File: config.mk
export PLATFORM = sky130hd
export DESIGN_NAME = rw_command_sequencer
export DESIGN_NICKNAME = d
export VERILOG_FILES = /design/src/rtl/pic_pkg.sv /design/src/rtl/rw_strobe_capture.sv /design/src/rtl/rw_command_sequencer.sv
export SDC_FILE = /design/constraint.sdc
export NUM_CORES = 1
export LEC_CHECK = 0
export ABC_AREA = 1
export CORE_MARGIN = 2
export CORE_UTILIZATION = 49
export DETAILED_ROUTE_END_ITERATION = 8
export MAX_ROUTING_LAYER = met4
export PLACE_DENSITY = 0.83
export RECOVER_POWER = 50
export SLEW_MARGIN = 20
export SYNTH_ARGS = -nofsm -noshare
export SYNTH_HDL_FRONTEND = slang
export SYNTH_SLANG_ARGS = --single-unit
File: constraint.sdc
create_clock -name clk -period 1.5 [get_ports clk]
set_input_delay 0.225 -clock clk [delete_from_list [all_inputs] [get_ports clk]]
set_output_delay 0.225 -clock clk [all_outputs]
set_load 0.02 [all_outputs]
File: src/rtl/pic_pkg.sv
// Shared encodings for the PIC host interface: command-word flag codes,
// read-select codes and the ICW initialisation sequence states.
package pic_pkg;

    localparam logic [2:0] FLAG_ICW1 = 3'd0;
    localparam logic [2:0] FLAG_ICW2 = 3'd1;
    localparam logic [2:0] FLAG_ICW3 = 3'd2;
    localparam logic [2:0] FLAG_ICW4 = 3'd3;
    localparam logic [2:0] FLAG_OCW1 = 3'd4;
    localparam logic [2:0] FLAG_OCW2 = 3'd5;
    localparam logic [2:0] FLAG_OCW3 = 3'd6;
    localparam logic [2:0] FLAG_IDLE = 3'd7;

    localparam logic [2:0] RSEL_IRR  = 3'b001;
    localparam logic [2:0] RSEL_ISR  = 3'b101;
    localparam logic [2:0] RSEL_IMR  = 3'b011;
    localparam logic [2:0] RSEL_NONE = 3'b000;

    typedef enum logic [2:0] {
        UNINIT    = 3'd0,
        WAIT_ICW2 = 3'd1,
        WAIT_ICW3 = 3'd2,
        WAIT_ICW4 = 3'd3,
        READY     = 3'd4
    } seq_state_t;

    // ICW1 is recognised anywhere: even address with D4 set.
    function automatic logic is_icw1(input logic a0, input logic [7:0] data);
        return (a0 == 1'b0) && (data[4] == 1'b1);
    endfunction

endpackage

File: src/rtl/rw_strobe_capture.sv
// Latches the CPU byte and address during a selected write strobe and
// raises commit in the cycle after the strobe's rising edge.
module rw_strobe_capture
    import pic_pkg::*;
(
    input  logic       clk,
    input  logic       reset,
    input  logic       cs_n,
    input  logic       wr_n,
    input  logic       a0,
    input  logic [7:0] data_in,
    output logic       commit,
    output logic       cmd_a0,
    output logic [7:0] cmd_data
);

    logic       wr_n_r;
    logic       pending_r;
    logic       a0_r;
    logic [7:0] data_r;

    // A strobe only commits if cs_n was low during at least one low cycle of wr_n.
    assign commit   = pending_r & ~wr_n_r & wr_n;
    assign cmd_a0   = a0_r;
    assign cmd_data = data_r;

    // Strobe history and write latch.
    always_ff @(posedge clk) begin
        if (reset) begin
            wr_n_r    <= 1'b1;
            pending_r <= 1'b0;
            a0_r      <= 1'b0;
            data_r    <= 8'h00;
        end else begin
            wr_n_r <= wr_n;
            if (!cs_n && !wr_n) begin
                data_r    <= data_in;
                a0_r      <= a0;
                pending_r <= 1'b1;
            end else if (commit) begin
                pending_r <= 1'b0;
            end else begin
                pending_r <= pending_r;
            end
        end
    end

endmodule

File: src/rtl/rw_command_sequencer.sv
// Host write/read front end of the PIC: turns committed bus writes into
// one-cycle command flags and drives the registered read-select path.
module rw_command_sequencer
    import pic_pkg::*;
(
    input  logic       clk,
    input  logic       reset,
    input  logic       cs_n,
    input  logic       wr_n,
    input  logic       rd_n,
    input  logic       a0,
    input  logic [7:0] data_in,
    output logic [2:0] rw_flag,
    output logic [7:0] rw_data,
    output logic [2:0] read_sel,
    output logic       data_oe,
    output logic       init_done
);

    logic       commit_s;
    logic       cmd_a0_s;
    logic [7:0] cmd_data_s;

    seq_state_t state_r, state_nx_s;
    logic [2:0] flag_r, flag_nx_s;
    logic [7:0] data_r, data_nx_s;
    logic       sngl_r, sngl_nx_s;
    logic       ic4_r, ic4_nx_s;
    logic       ris_r, ris_nx_s;
    logic [2:0] rsel_r, rsel_nx_s;
    logic       oe_r, oe_nx_s;
    logic       init_done_r;
    logic       rd_hit_s;

    rw_strobe_capture u_capture (
        .clk      (clk),
        .reset    (reset),
        .cs_n     (cs_n),
        .wr_n     (wr_n),
        .a0       (a0),
        .data_in  (data_in),
        .commit   (commit_s),
        .cmd_a0   (cmd_a0_s),
        .cmd_data (cmd_data_s)
    );

    // Sequencer next-state and command decode.
    always_comb begin
        state_nx_s = state_r;
        flag_nx_s  = FLAG_IDLE;
        data_nx_s  = data_r;
        sngl_nx_s  = sngl_r;
        ic4_nx_s   = ic4_r;
        ris_nx_s   = ris_r;
        if (commit_s && is_icw1(cmd_a0_s, cmd_data_s)) begin
            flag_nx_s  = FLAG_ICW1;
            data_nx_s  = cmd_data_s;
            sngl_nx_s  = cmd_data_s[1];
            ic4_nx_s   = cmd_data_s[0];
            state_nx_s = WAIT_ICW2;
        end else if (commit_s && cmd_a0_s) begin
            case (state_r)
                WAIT_ICW2: begin
                    flag_nx_s = FLAG_ICW2;
                    data_nx_s = cmd_data_s;
                    if (!sngl_r) begin
                        state_nx_s = WAIT_ICW3;
                    end else if (ic4_r) begin
                        state_nx_s = WAIT_ICW4;
                    end else begin
                        state_nx_s = READY;
                    end
                end
                WAIT_ICW3: begin
                    flag_nx_s  = FLAG_ICW3;
                    data_nx_s  = cmd_data_s;
                    state_nx_s = ic4_r ? WAIT_ICW4 : READY;
                end
                WAIT_ICW4: begin
                    flag_nx_s  = FLAG_ICW4;
                    data_nx_s  = cmd_data_s;
                    state_nx_s = READY;
                end
                READY: begin
                    flag_nx_s = FLAG_OCW1;
                    data_nx_s = cmd_data_s;
                end
                default: state_nx_s = state_r;
            endcase
        end else if (commit_s && (state_r == READY)) begin
            // Even address without D4: D3 selects OCW2 versus OCW3.
            data_nx_s = cmd_data_s;
            if (cmd_data_s[3]) begin
                flag_nx_s = FLAG_OCW3;
                if (cmd_data_s[1]) begin
                    ris_nx_s = cmd_data_s[0];
                end else begin
                    ris_nx_s = ris_r;
                end
            end else begin
                flag_nx_s = FLAG_OCW2;
            end
        end else begin
            state_nx_s = state_r;
        end
    end

    // Read select decode; a concurrent write strobe suppresses the read.
    always_comb begin
        rd_hit_s  = !cs_n && !rd_n && wr_n && (state_r == READY);
        rsel_nx_s = RSEL_NONE;
        oe_nx_s   = 1'b0;
        if (rd_hit_s) begin
            oe_nx_s = 1'b1;
            if (a0) begin
                rsel_nx_s = RSEL_IMR;
            end else if (ris_r) begin
                rsel_nx_s = RSEL_ISR;
            end else begin
                rsel_nx_s = RSEL_IRR;
            end
        end else begin
            rsel_nx_s = RSEL_NONE;
        end
    end

    // State and output registers.
    always_ff @(posedge clk) begin
        if (reset) begin
            state_r     <= UNINIT;
            flag_r      <= FLAG_IDLE;
            data_r      <= 8'h00;
            sngl_r      <= 1'b0;
            ic4_r       <= 1'b0;
            ris_r       <= 1'b0;
            rsel_r      <= RSEL_NONE;
            oe_r        <= 1'b0;
            init_done_r <= 1'b0;
        end else begin
            state_r     <= state_nx_s;
            flag_r      <= flag_nx_s;
            data_r      <= data_nx_s;
            sngl_r      <= sngl_nx_s;
            ic4_r       <= ic4_nx_s;
            ris_r       <= ris_nx_s;
            rsel_r      <= rsel_nx_s;
            oe_r        <= oe_nx_s;
            init_done_r <= (state_nx_s == READY);
        end
    end

    assign rw_flag   = flag_r;
    assign rw_data   = data_r;
    assign read_sel  = rsel_r;
    assign data_oe   = oe_r;
    assign init_done = init_done_r;

endmodule

==> flow_metrics.env <==
export IMPL_run_status="finished, final reports clean"
export IMPL_grt_pass1_vias=1227
export IMPL_synth_cells=184
export IMPL_slew_violations=0
export IMPL_detail_route_antenna_nets=0
export IMPL_place_area_sq_um=1820
export IMPL_syn_area_per_cell_sq_um=7.79
export IMPL_area_growth_pct=27.9
export IMPL_holdPathEnd="read_sel[1]$_SDFF_PP0_"
export IMPL_netlist_area_sq_um=1430
export IMPL_grt_use_total_pct=21.1
export IMPL_io_pins=30
export IMPL_grt_pass1_wl_mm=5.22
export IMPL_dp_cells=250
export IMPL_drc=0
export IMPL_synth_area_leader_cell="dfxtp_1"
export IMPL_row_count=19
export IMPL_fin_crit_sh_pct=93.6
export IMPL_drt_initial_drc_count=52
export IMPL_fmax_mhz=712
export IMPL_wl_per_cell_microns=11.4
export IMPL_skew_ps=13.2
export IMPL_cap_violations=0
export IMPL_drtPass1Iterations=5
export IMPL_startpoint_type="primary input"
export IMPL_grt_overflow=0
export IMPL_critPathArrivalTime_ps=1620
export IMPL_cp_required_ps=1710
export IMPL_tightest_slew_ps=420
export IMPL_synth_cell_type_count=26
export IMPL_vdd_drop_max_uv=608
export IMPL_ys_top_cells_by_count="dfxtp_1, nand2_1, inv_1"
export IMPL_grt_max_degree=17
export IMPL_path_class="primary input to flip-flop"
export IMPL_htreeDepth=2
export IMPL_clock_sinks=33
export IMPL_cts_hold_buf=0
export IMPL_final_setup_tns_ps=0
export IMPL_yosysMostFrequentCell="dfxtp_1"
export IMPL_netlist_top_cells_area="dfxtp_1, nand2_1, inv_1"
export IMPL_rrSetupSlack_ps=120
export IMPL_start_util_pct=52.0
export IMPL_core_area_sq_um=2760
export IMPL_power_leakage_uw=0.000829
export IMPL_crit_path_end_kind="flip-flop"
export IMPL_yosys_most_used_dff="dfxtp_1"
export IMPL_period_minus_slack_ps=1400
export IMPL_synthArstFlopShare_pct=0
export IMPL_synth_seq_area_share_pct=46.1
export IMPL_hold_class="primary input to flip-flop"
export IMPL_min_delay_start="a0"
export IMPL_cts_buffers=5
export IMPL_finalHoldViolations=0
export IMPL_diodes=0
export IMPL_reg2reg_depth=5
export IMPL_cts_root_buffer="clkbuf_4"
export IMPL_synth_fp_nets=198
export IMPL_grt_setup_unrepaired="no"
export IMPL_synth_seq_cells=33
export IMPL_die_area_sq_um=3370
export IMPL_cts_path_max_buffers=2
export IMPL_synth_edff_count=0
export IMPL_insertion_delay_ps=340
export IMPL_drive_gt1_share_pct=17.6
export IMPL_r2r_end="ic4_r$_SDFFE_PP0P_"
export IMPL_crit_path_max_fanout=5
export IMPL_finalNetCount=240
export IMPL_r2r_start="u_capture.pending_r$_SDFFE_PP0P_"
export IMPL_via_per_inst=4.97
export IMPL_setup_viol=0
export IMPL_whs_path_depth=3
export IMPL_die_y_microns=58.1
export IMPL_drt_wl_total_mm=2.95
export IMPL_post_cts_resized=10
export IMPL_yosysWarnings=0
export IMPL_dp_hpwl_mm=2.24
export IMPL_die_width_microns=58.1
export IMPL_design_area_sq_um=1830
export IMPL_cts_setup_buffers=0
export IMPL_antenna_found_initial=0
export IMPL_cts_tree="done"
export IMPL_yosysTopAreaCellShare_pct=46.1
export IMPL_max_slew_margin_pct=72.0
export IMPL_clkTransAtPathRegs_ps=90
export IMPL_gp_congestion=0.863
export IMPL_pwr_density_cell_nw_per_um2=874
export IMPL_port_buffers=29
export IMPL_vias=1283
export IMPL_final_cell_count_no_fill=258
## flip-flops by register name, indices dropped and copies added (netlist names)
register / flops
rw_data: 8
u_capture.cmd_data: 8
read_sel: 3
rw_flag: 3
state_r: 3
data_oe: 1
ic4_r: 1
init_done: 1
ris_r: 1
sngl_r: 1
u_capture.cmd_a0: 1
u_capture.pending_r: 1
u_capture.wr_n_r: 1
## critical path: stages
cell and delay [ps]:
clkdlybuf4s50_1 520, nand2_1 80, nor2_2 180, nand3_1 260
o21ai_0 280, a21oi_1 60
## how the worst max path moves through the flow
stage / cells after the start / startpoint / slack (ps) / end
after floorplan: 7 / state_r[1]$_SDFF_PP0_ / 290 / rw_data[0]$_SDFFE_PP0P_
after global placement: 8 / wr_n / -170 / init_done$_SDFF_PP0_
after detailed placement: 8 / wr_n / -200 / init_done$_SDFF_PP0_
after CTS: 1 / read_sel[1]$_SDFF_PP0_ / 20 / read_sel[1]
after global routing: 6 / u_capture.cmd_a0$_SDFFE_PP0P_ / 1 / rw_data[6]$_SDFFE_PP0P_
final: 6 / wr_n / 100 / ic4_r$_SDFFE_PP0P_
## layer usage
metal	vias to the layer above	global-route usage [%]	routed length [microns]
met5	-	-	0
met2	39	30.8	1430
met3	4	7.81	167
met1	560	25.6	1320
li1	680	-	-
met4	0	10.3	28
## final cells by class
class / instances / area, sq um
fill: 248 / 925
multi-input combinational: 119 / 631
timing repair buffer: 40 / 332
clock inverter: 1 / 5.00
tap: 31 / 38.8
sequential: 33 / 661
inverter: 27 / 101
clock buffer: 7 / 65.1
## cell families after synthesis
logic type | after synthesis | share of synthesized area, %
AOI/OAI and AO/OA | 42 | 18.3
buffers and inverters | 32 | 9.87
and+or+nand+nor | 77 | 25.7
DFF | 33 | 46.1
## cells in the final DEF (no fill, tap or decap), types with 2 or more instances in the layout
cell type / n
o21ai_1: 5
nand2_1: 30
clkbuf_8: 2
nor2_1: 19
clkdlybuf4s50_1: 12
dfxtp_1: 33
o21ai_2: 2
nand4_1: 2
inv_1: 25
dlygate4sd2_1: 10
buf_4: 8
clkbuf_1: 7
o21ai_0: 13
a21oi_1: 11
nor2_2: 4
clkbuf_4: 6
nand3_1: 15
nand3_2: 2
inv_2: 2
a21oi_2: 8
## report_power, final
group | leakage, uW | switching (uW) | internal (uW)
clock network | 0.0000413 | 296 | 272
registers | 0.000268 | 15.0 | 898
logic | 0.000520 | 62.9 | 59.8
total | 0.000829 | 374 | 1230
## stage by stage
stage | util [%] | setup slack, ps | total power [uW] | hold slack (ps)
after floorplan | - | 288 | 991 | 297
after global placement | 65.9 | -165 | 1050 | 446
after detailed placement | 65.9 | -204 | 1060 | 444
after CTS | 68.0 | 21.6 | 1610 | 458
after global routing | 66.5 | 1.46 | 1680 | 479
final | 66.5 | 95.8 | 1600 | 467
(Power assumes the default switching activity.)
